## src/rtl/fetch_stage_pkg.sv

```systemverilog
// fetch_stage_pkg: shared pipeline types and constants for the fetch stage
package fetch_stage_pkg;
  localparam logic [31:0] NOP_INSTR_C = 32'h0000_0013;
  typedef struct packed {
    logic [31:0] instr;
    logic [31:0] pc;
  } if_id_bus_t;
  typedef enum logic [1:0] {IDLE, WAIT, DISCARD} fetch_state_t;
  function automatic logic [31:0] word_align(input logic [31:0] a);
    return a & ~32'h3;
  endfunction
endpackage

```

## src/rtl/fetch_stage_if.sv

```systemverilog
// fetch_stage_if: instruction memory request/response channel
interface fetch_stage_if;
  logic        imem_req;
  logic [31:0] imem_addr;
  logic        imem_ready;
  logic        imem_rvalid;
  logic [31:0] imem_rdata;
  modport master (output imem_req, imem_addr, input imem_ready, imem_rvalid, imem_rdata);
  modport slave (input imem_req, imem_addr, output imem_ready, imem_rvalid, imem_rdata);
endinterface

```

## src/rtl/fetch_skid.sv

```systemverilog
// fetch_skid: one-entry holding register for a response that arrives while decode is stalled
module fetch_skid import fetch_stage_pkg::*; (
  input  logic       clock,
  input  logic       reset,
  input  logic       clear,
  input  logic       push,
  input  logic       pop,
  input  if_id_bus_t push_data,
  output logic       full,
  output if_id_bus_t data
);
  logic       full_q;
  if_id_bus_t data_q;
  // clear beats push beats pop; the payload needs no reset since full_q guards it
  always_ff @(posedge clock) begin
    if (!reset || clear) begin
      full_q <= 1'b0;
    end else if (push) begin
      full_q <= 1'b1;
      data_q <= push_data;
    end else if (pop) begin
      full_q <= 1'b0;
    end
  end
  assign full = full_q;
  assign data = data_q;
endmodule

```

## src/rtl/fetch_stage.sv

```systemverilog
// fetch_stage: single-outstanding instruction fetch feeding the IF/ID register
module fetch_stage import fetch_stage_pkg::*; #(
  parameter logic [31:0] RESET_PC  = 32'h0000_0000,
  parameter logic [31:0] NOP_INSTR = NOP_INSTR_C
) (
  input  logic                 clock,
  input  logic                 reset,
  input  logic                 stall,
  input  logic                 redirect_valid,
  input  logic [31:0]          redirect_pc,
  fetch_stage_if.master        imem,
  output if_id_bus_t           if_id_bus_out,
  output logic                 if_id_valid
);
  localparam if_id_bus_t NOP_BUS = '{instr: NOP_INSTR, pc: 32'h0};
  fetch_state_t state_q;
  logic [31:0]  pc_q, req_pc_q;
  if_id_bus_t   bus_q, bus_d, rsp_bus, skid_data;
  logic         valid_q, valid_d, rsp, skid_full;
  assign rsp     = state_q == WAIT && imem.imem_rvalid;
  assign rsp_bus = '{instr: imem.imem_rdata, pc: req_pc_q};
  assign imem.imem_req  = state_q == IDLE && !skid_full && !redirect_valid && reset;
  assign imem.imem_addr = pc_q;
  fetch_skid u_skid (
    .clock     (clock),
    .reset     (reset),
    .clear     (redirect_valid),
    .push      (rsp && stall && !redirect_valid),
    .pop       (skid_full && !stall && !redirect_valid),
    .push_data (rsp_bus),
    .full      (skid_full),
    .data      (skid_data)
  );
  // IF/ID next value: a buffered word drains before a fresh response, otherwise a bubble
  always_comb begin
    bus_d   = stall ? bus_q : skid_full ? skid_data : rsp ? rsp_bus : NOP_BUS;
    valid_d = stall ? valid_q : skid_full || rsp;
  end
  // request FSM, pc and IF/ID register; a redirect overrides stall and kills any in-flight word
  always_ff @(posedge clock) begin
    if (!reset) begin
      state_q  <= IDLE;
      pc_q     <= RESET_PC;
      req_pc_q <= 32'h0;
      bus_q    <= NOP_BUS;
      valid_q  <= 1'b0;
    end else if (redirect_valid) begin
      pc_q    <= word_align(redirect_pc);
      bus_q   <= NOP_BUS;
      valid_q <= 1'b0;
      if (state_q != IDLE) state_q <= imem.imem_rvalid ? IDLE : DISCARD;
    end else begin
      bus_q   <= bus_d;
      valid_q <= valid_d;
      case (state_q)
        IDLE: if (imem.imem_req && imem.imem_ready) begin
          state_q  <= WAIT;
          req_pc_q <= pc_q;
          pc_q     <= pc_q + 32'd4;
        end
        WAIT:    if (imem.imem_rvalid) state_q <= IDLE;
        DISCARD: if (imem.imem_rvalid) state_q <= IDLE;
        default: state_q <= IDLE;
      endcase
    end
  end
  assign if_id_bus_out = bus_q;
  assign if_id_valid   = valid_q;
endmodule

```

## src/flat_wrapper.sv

```systemverilog
// flat-port wrapper written by rule: the top's interface ports become plain ports
module fetch_stage_flat import fetch_stage_pkg::*;
#(
  parameter logic [31:0] RESET_PC  = 32'h0000_0000,
  parameter logic [31:0] NOP_INSTR = NOP_INSTR_C
)
  (clock, reset, stall, redirect_valid, redirect_pc, if_id_bus_out, if_id_valid, imem_imem_req, imem_imem_addr, imem_imem_ready, imem_imem_rvalid, imem_imem_rdata);
  fetch_stage_if imem_i ();
  input  logic clock;
  input  logic reset;
  input  logic stall;
  input  logic redirect_valid;
  input  logic [31:0] redirect_pc;
  output if_id_bus_t if_id_bus_out;
  output logic if_id_valid;
  output wire logic [$bits(imem_i.imem_req)-1:0] imem_imem_req;
  output wire logic [$bits(imem_i.imem_addr)-1:0] imem_imem_addr;
  input wire logic [$bits(imem_i.imem_ready)-1:0] imem_imem_ready;
  input wire logic [$bits(imem_i.imem_rvalid)-1:0] imem_imem_rvalid;
  input wire logic [$bits(imem_i.imem_rdata)-1:0] imem_imem_rdata;
  assign imem_imem_req = imem_i.imem_req;
  assign imem_imem_addr = imem_i.imem_addr;
  assign imem_i.imem_ready = imem_imem_ready;
  assign imem_i.imem_rvalid = imem_imem_rvalid;
  assign imem_i.imem_rdata = imem_imem_rdata;
  fetch_stage #(.RESET_PC(RESET_PC), .NOP_INSTR(NOP_INSTR)) u_core (.clock(clock), .reset(reset), .stall(stall), .redirect_valid(redirect_valid), .redirect_pc(redirect_pc), .imem(imem_i), .if_id_bus_out(if_id_bus_out), .if_id_valid(if_id_valid));
endmodule
```

## config.mk

```make
export PLATFORM = sky130hd
export DESIGN_NAME = fetch_stage_flat
export DESIGN_NICKNAME = d
export VERILOG_FILES = /design/src/rtl/fetch_stage_pkg.sv /design/src/rtl/fetch_stage_if.sv /design/src/rtl/fetch_skid.sv /design/src/rtl/fetch_stage.sv /design/src/flat_wrapper.sv
export SDC_FILE = /design/constraint.sdc
export NUM_CORES = 1
export LEC_CHECK = 0
export BUFFER_PORTS_ARGS = -buffer_cell sky130_fd_sc_hd__buf_4
export CORE_ASPECT_RATIO = 0.6
export CORE_MARGIN = 2
export CORE_UTILIZATION = 51
export CTS_BUF_LIST = sky130_fd_sc_hd__clkbuf_4 sky130_fd_sc_hd__clkbuf_8
export DETAILED_ROUTE_END_ITERATION = 16
export GPL_ROUTABILITY_DRIVEN = 0
export GPL_TIMING_DRIVEN = 1
export PLACE_DENSITY = 0.74
export SYNTH_ARGS = -nofsm -noshare
export SYNTH_HDL_FRONTEND = slang
export SYNTH_SLANG_ARGS = --single-unit
```

## constraint.sdc

```tcl
create_clock -name clock -period 10.75 [get_ports clock]
set_clock_uncertainty 0.2 [all_clocks]
set_input_delay 2.15 -clock clock [delete_from_list [all_inputs] [get_ports clock]]
set_output_delay 2.15 -clock clock [all_outputs]
set_load 0.1 [all_outputs]
```

---- Word level (Yosys, flattened, before mapping) ----
Cells that the tools add are included.
storage, ports and cells
  register bits after elaboration ......... 196
operators by class
  add/subtract/negate cells ............... 1
  equal/unequal tests ..................... 5
  multiplexer cells ....................... 13
  bitwise gates (word level) .............. 3
  reduce and logical (&&, ||, !) cells .... 27
operators by type and width
  cell                   count
  $mux 64                2
  $mux 32                3
  $add 32x3->32 const B  1
  $mux 2                 5
  $logic_and 1x1->1      9
  $reduce_bool 2->1      4
  $reduce_and 2->1       3
  $reduce_and 3->1       2
  $logic_not 1->1        4
  $pmux 2 s2             1
  $reduce_or 2->1        2
  $ne 3x1->1 const B     1
  $ne 3x3->1 const B     1
  $not 1->1              3
  $eq 2x1->1 const B     1
  $eq 2x2->1 const B     1
  $logic_not 2->1        1
  $logic_or 1x1->1       2
  $mux 1                 2
  $ne 2x1->1 const B     1

---- Depth between registers and ports, before layout ----
  depth after elaboration ................. 8
  gate-level depth with buffers ........... 9

---- Hierarchy ----
From an unflattened synthesis, not the netlist that was laid out.
second synthesis, totals
  cell total of the unflattened synthesis .. 699
  area, all modules ....................... 7382.1 µm²
by module, submodules not included
  module       times used  cells an instance  area an instance (µm²)  sequential area each (µm²)
  fetch_stage  1           630                5413.9                  2542.4
  fetch_skid   1           69                 1968.1                  1941.9

---- Worst setup path before layout ----
No wires, ideal clock.
  kind .................................... input to register
  start point ............................. in reset
  end point ............................... reg u_core.u_skid.data_q (netlist bit u_core.u_skid.data[10]), enable pin
  library setup time ...................... 0.483 ns
  data arrival time ....................... 5.235 ns
  data required time ...................... 10.067 ns
  path slack .............................. 4.833 ns
  stages on the path ...................... 5
  path buffers ............................ 1
  path through ............................ inv_1 clkbuf_1 nor2_1 nand2_1 nor2_1
on the way
  word-level cells in the longest chain between the ends .. 4
RTL lines
  what                        RTL line            text
  from (decl)                 flat_wrapper.sv:10  input logic reset;
  $logic_not 1->1             fetch_skid.sv:16    if (!reset || clear) begin
  $logic_or 1x1->1            fetch_skid.sv:16
  $not 1->1 (no line)         -
  $reduce_and 2->1 (no line)  -
  to (signal assigned)        fetch_skid.sv:20    data_q <= push_data;
  to (decl)                   fetch_skid.sv:13    if_id_bus_t data_q;
Every way passes these cells.
A chain may end at the register's enable or synchronous reset.

---- Final worst setup path ----
  start point ............................. in redirect_valid
  end point ............................... out imem_imem_req
on the way
  word-level cells in the longest chain between the ends .. 3
RTL lines
  what                            RTL line            text
  from (decl)                     flat_wrapper.sv:12  input logic redirect_valid;
  $logic_not 1->1                 fetch_stage.sv:22   assign imem.imem_req = state_q == IDLE && !skid_full && !redirect_valid && reset;
  $logic_and 1x1->1 (2 in a row)  fetch_stage.sv:22
  to (decl)                       flat_wrapper.sv:16  output wire logic [$bits(imem_i.imem_req)-1:0] imem_imem_req;
Every way passes these cells.

==> results.toml <==
[sta]
finalSetupTns_ps = 0
max_freq_mhz = 181
worstMarginPinSlew_ps = 1190
relSlewSlack_pct = 20.4
final.period_utilization_pct = 51.5
hold_viol_final = 0
setup_viol = 0
min_period_ps = 5530
final_max_slew_viol_count = 0
timing.hold.ws_ps = 260
rsz0062_at_grt = "no"

[power]
ir_drop_mv = 0.0750
p_comb_share_pct = 11.8
power_frac_clock_pct = 32.7
p_int_mw = 0.961
p_sw_share_pct = 29.9
p_per_area_nw_per_um2 = 153
p_sw_mw = 0.410
power_frac_seq_pct = 55.5
cellLeakagePower_nw = 3.26

[routing]
drtPass1Iterations = 5
drcViolationCount = 0
drt-total-wl_um = 18500
routed_via_density = 5.66
vias = 6042
routedWlPerCell_um = 17.4
drtIter0Drc = 613
ant_nets = 0

[cts]
clk_latency_ps = 440
root_buffer = "clkbuf_8"
htreeDepth = 4
clock_sinks = 188
tritoncts = "yes"
post_cts_buffers = 0
ctsHoldBuffers = 0
cts_buffers = 17
clkTransAtPathRegs_ps = 110
ctsResizeCount = 0
clockBufferDepth = 2

[worst_setup_path]
critPathRequiredTime_ps = 8400
cp_top_family = "buffers and inverters"
crit_start = "redirect_valid"
r2r_end = "u_core.imem.imem_addr[17]"
path_max_fanout = 32
path_common_cell = "buf_4"
reg2reg_slack_ps = 7780
endpoint = "imem_imem_req"
cp_slowest_cell = "and4bb_1"
crit_type = "input port to output pin"
crit_arrival_ps = 3180
endpoint_kind = "output pin"
worstRegToRegCells = 7
slowest_delay_ps = 460
rr_startpoint = "u_core.state_q[1]"
crit_cells = 3
startpoint_type = "input port"
path_buf_inv = 2
path_cells = "buf_4, and4bb_1, buf_4"

[grt]
overflow = 0
grt_max_degree = 65
global_route.usage.total_pct = 24.1
grt_first_pass_wirelength_um = 28700
first_global_vias = 5490
antenna_found_initial = 0

[layout]
final_nets = 936
nFillCells = 1139
n_antenna_cell = 0
area_delta_synth_final_pct = 22.9
layout-drive-gt1-share_pct = 24.4

[floorplanning]
io_pins = 168
die_x_um = 158
dieArea_um2 = 15300
die_y_um = 96.6
row_count = 33
core-area_um2 = 13800
initial_core_util_pct = 52.8

[synth]
synth_edf_count = 62
ys_seq_area_share_pct = 60.2
ys_warn_count = 0
syn-cell-area_um2 = 7280
synthCells = 728
post_synth.cell_area_avg_um2 = 10.0
synth_cell_types = 53
ys_ff_latch = 188
async_flop_share_pct = 0
synth.top_cell.area_share_pct = 34.6
synthTopCellsByArea = "dfxtp_1, edfxtp_1, nand2_1"
yosysTopAreaCell = "dfxtp_1"
yosys_most_used_dff = "dfxtp_1"

[hold_path]
min_from = "u_core.req_pc_q[30]"
worst_hold_path_type = "flop to flop"

[flow_run]
cap_viol_max_count = 0

[place]
io_buffers = 161
dpl.hpwl_um = 12500

[status]
status = "finished, final reports clean"
[cells by family after synthesis]
family | Yosys count | share of synthesized area, %
simple gates | 237 | 14.5
fa+ha+maj | 3 | 0.516
xor+xnor | 6 | 0.722
buf+inv | 61 | 3.69
flops | 188 | 60.2
other cells | 1 | 0.0515
compound gates | 224 | 19.1
mux | 8 | 1.17
[sequential cells by signal, summed over array words and instances, names as in the netlist]
name / flops
u_core.if_id_bus_out: 62
u_core.if_id_valid: 1
u_core.imem.imem_addr: 30
u_core.req_pc_q: 30
u_core.state_q: 2
u_core.u_skid.data: 62
u_core.u_skid.full: 1
[synthesized netlist by cell type, types with 9 or more instances]
master    instances
and3_1           10
dfxtp_1         126
o21ai_0          64
nand4_1          14
a31oi_1           9
clkbuf_1         34
nand2_1         145
edfxtp_1         62
nor2_1           30
buf_2            11
a22oi_1          60
nand3_1          13
a21oi_1          48
[placed cells by master (no fill, tap or decap), types with 2 or more instances in the layout]
master / instances
xor2_1: 5
o22ai_1: 6
a22o_1: 2
a31oi_1: 9
o211ai_1: 2
and3_1: 9
o311ai_1: 2
a21o_1: 3
nand2_1: 144
nor3_2: 2
and4_1: 3
a22oi_1: 60
inv_1: 7
a21oi_1: 48
o21ai_0: 64
dfxtp_1: 125
edfxtp_1: 62
and2_1: 6
a21oi_2: 2
clkinv_4: 3
o21ai_1: 8
a41oi_1: 2
conb_1: 4
clkinv_8: 2
a2bb2oi_1: 5
ha_1: 3
inv_6: 4
inv_8: 4
clkbuf_8: 17
mux2i_1: 4
nand4_1: 14
nand3_1: 13
mux2_2: 3
nor2_4: 2
a32oi_1: 4
nor3_1: 5
clkinv_2: 2
nor2_1: 28
buf_4: 166
[power by group through the flow]
stage	combinational [mW]	sequential (mW)	clock, mW
after floorplan	0.0548	0.832	0
after global placement	0.157	0.776	0
after detailed placement	0.161	0.777	0
after CTS	0.161	0.760	0.456
after global routing	0.170	0.763	0.486
final	0.161	0.761	0.449
[worst min-delay path by stage]
stage,endpoint,slack (ps),cells after the start
finish,u_core.u_skid.data[30],260,0
global route,u_core.u_skid.data[30],270,0
CTS,u_core.u_skid.data[30],260,0
detailed placement,u_core.if_id_bus_out[53],240,2
global placement,u_core.if_id_bus_out[38],230,2
floorplan,u_core.u_skid.data[10],230,0
[stage by stage]
step	utilization (%)	cell area, um2	setup WS, ps	cells	power, mW
detailed placement	62.1	8560	5230	1036	0.937
global route	64.9	8940	5190	1068	1.42
finish	64.9	8940	5220	1068	1.37
CTS	64.9	8940	5230	1068	1.38
global placement	62.1	8560	5230	1036	0.933
floorplan	-	7290	4830	731	0.886
[metal layers]
metal	up-vias	share of wire, %	track usage, %
met5	-	0	0
li1	2904	-	-
met3	19	7.0	4.15
met1	2872	47	36.3
met4	0	1.0	6.01
met2	247	45	36.3
[final cells by class]
| class | count | area, um2 | area share [%] |
|---|---|---|---|
| multi-input combinational | 482 | 2660 | 29.7 |
| inverter | 8 | 30.0 | 0.336 |
| clock buffer | 17 | 234 | 2.62 |
| clock inverter | 15 | 149 | 1.66 |
| sequential | 188 | 4390 | 49.0 |
| tap | 192 | 240 | 2.69 |
| timing repair buffer | 166 | 1250 | 13.9 |
(Power assumes the default switching activity.)
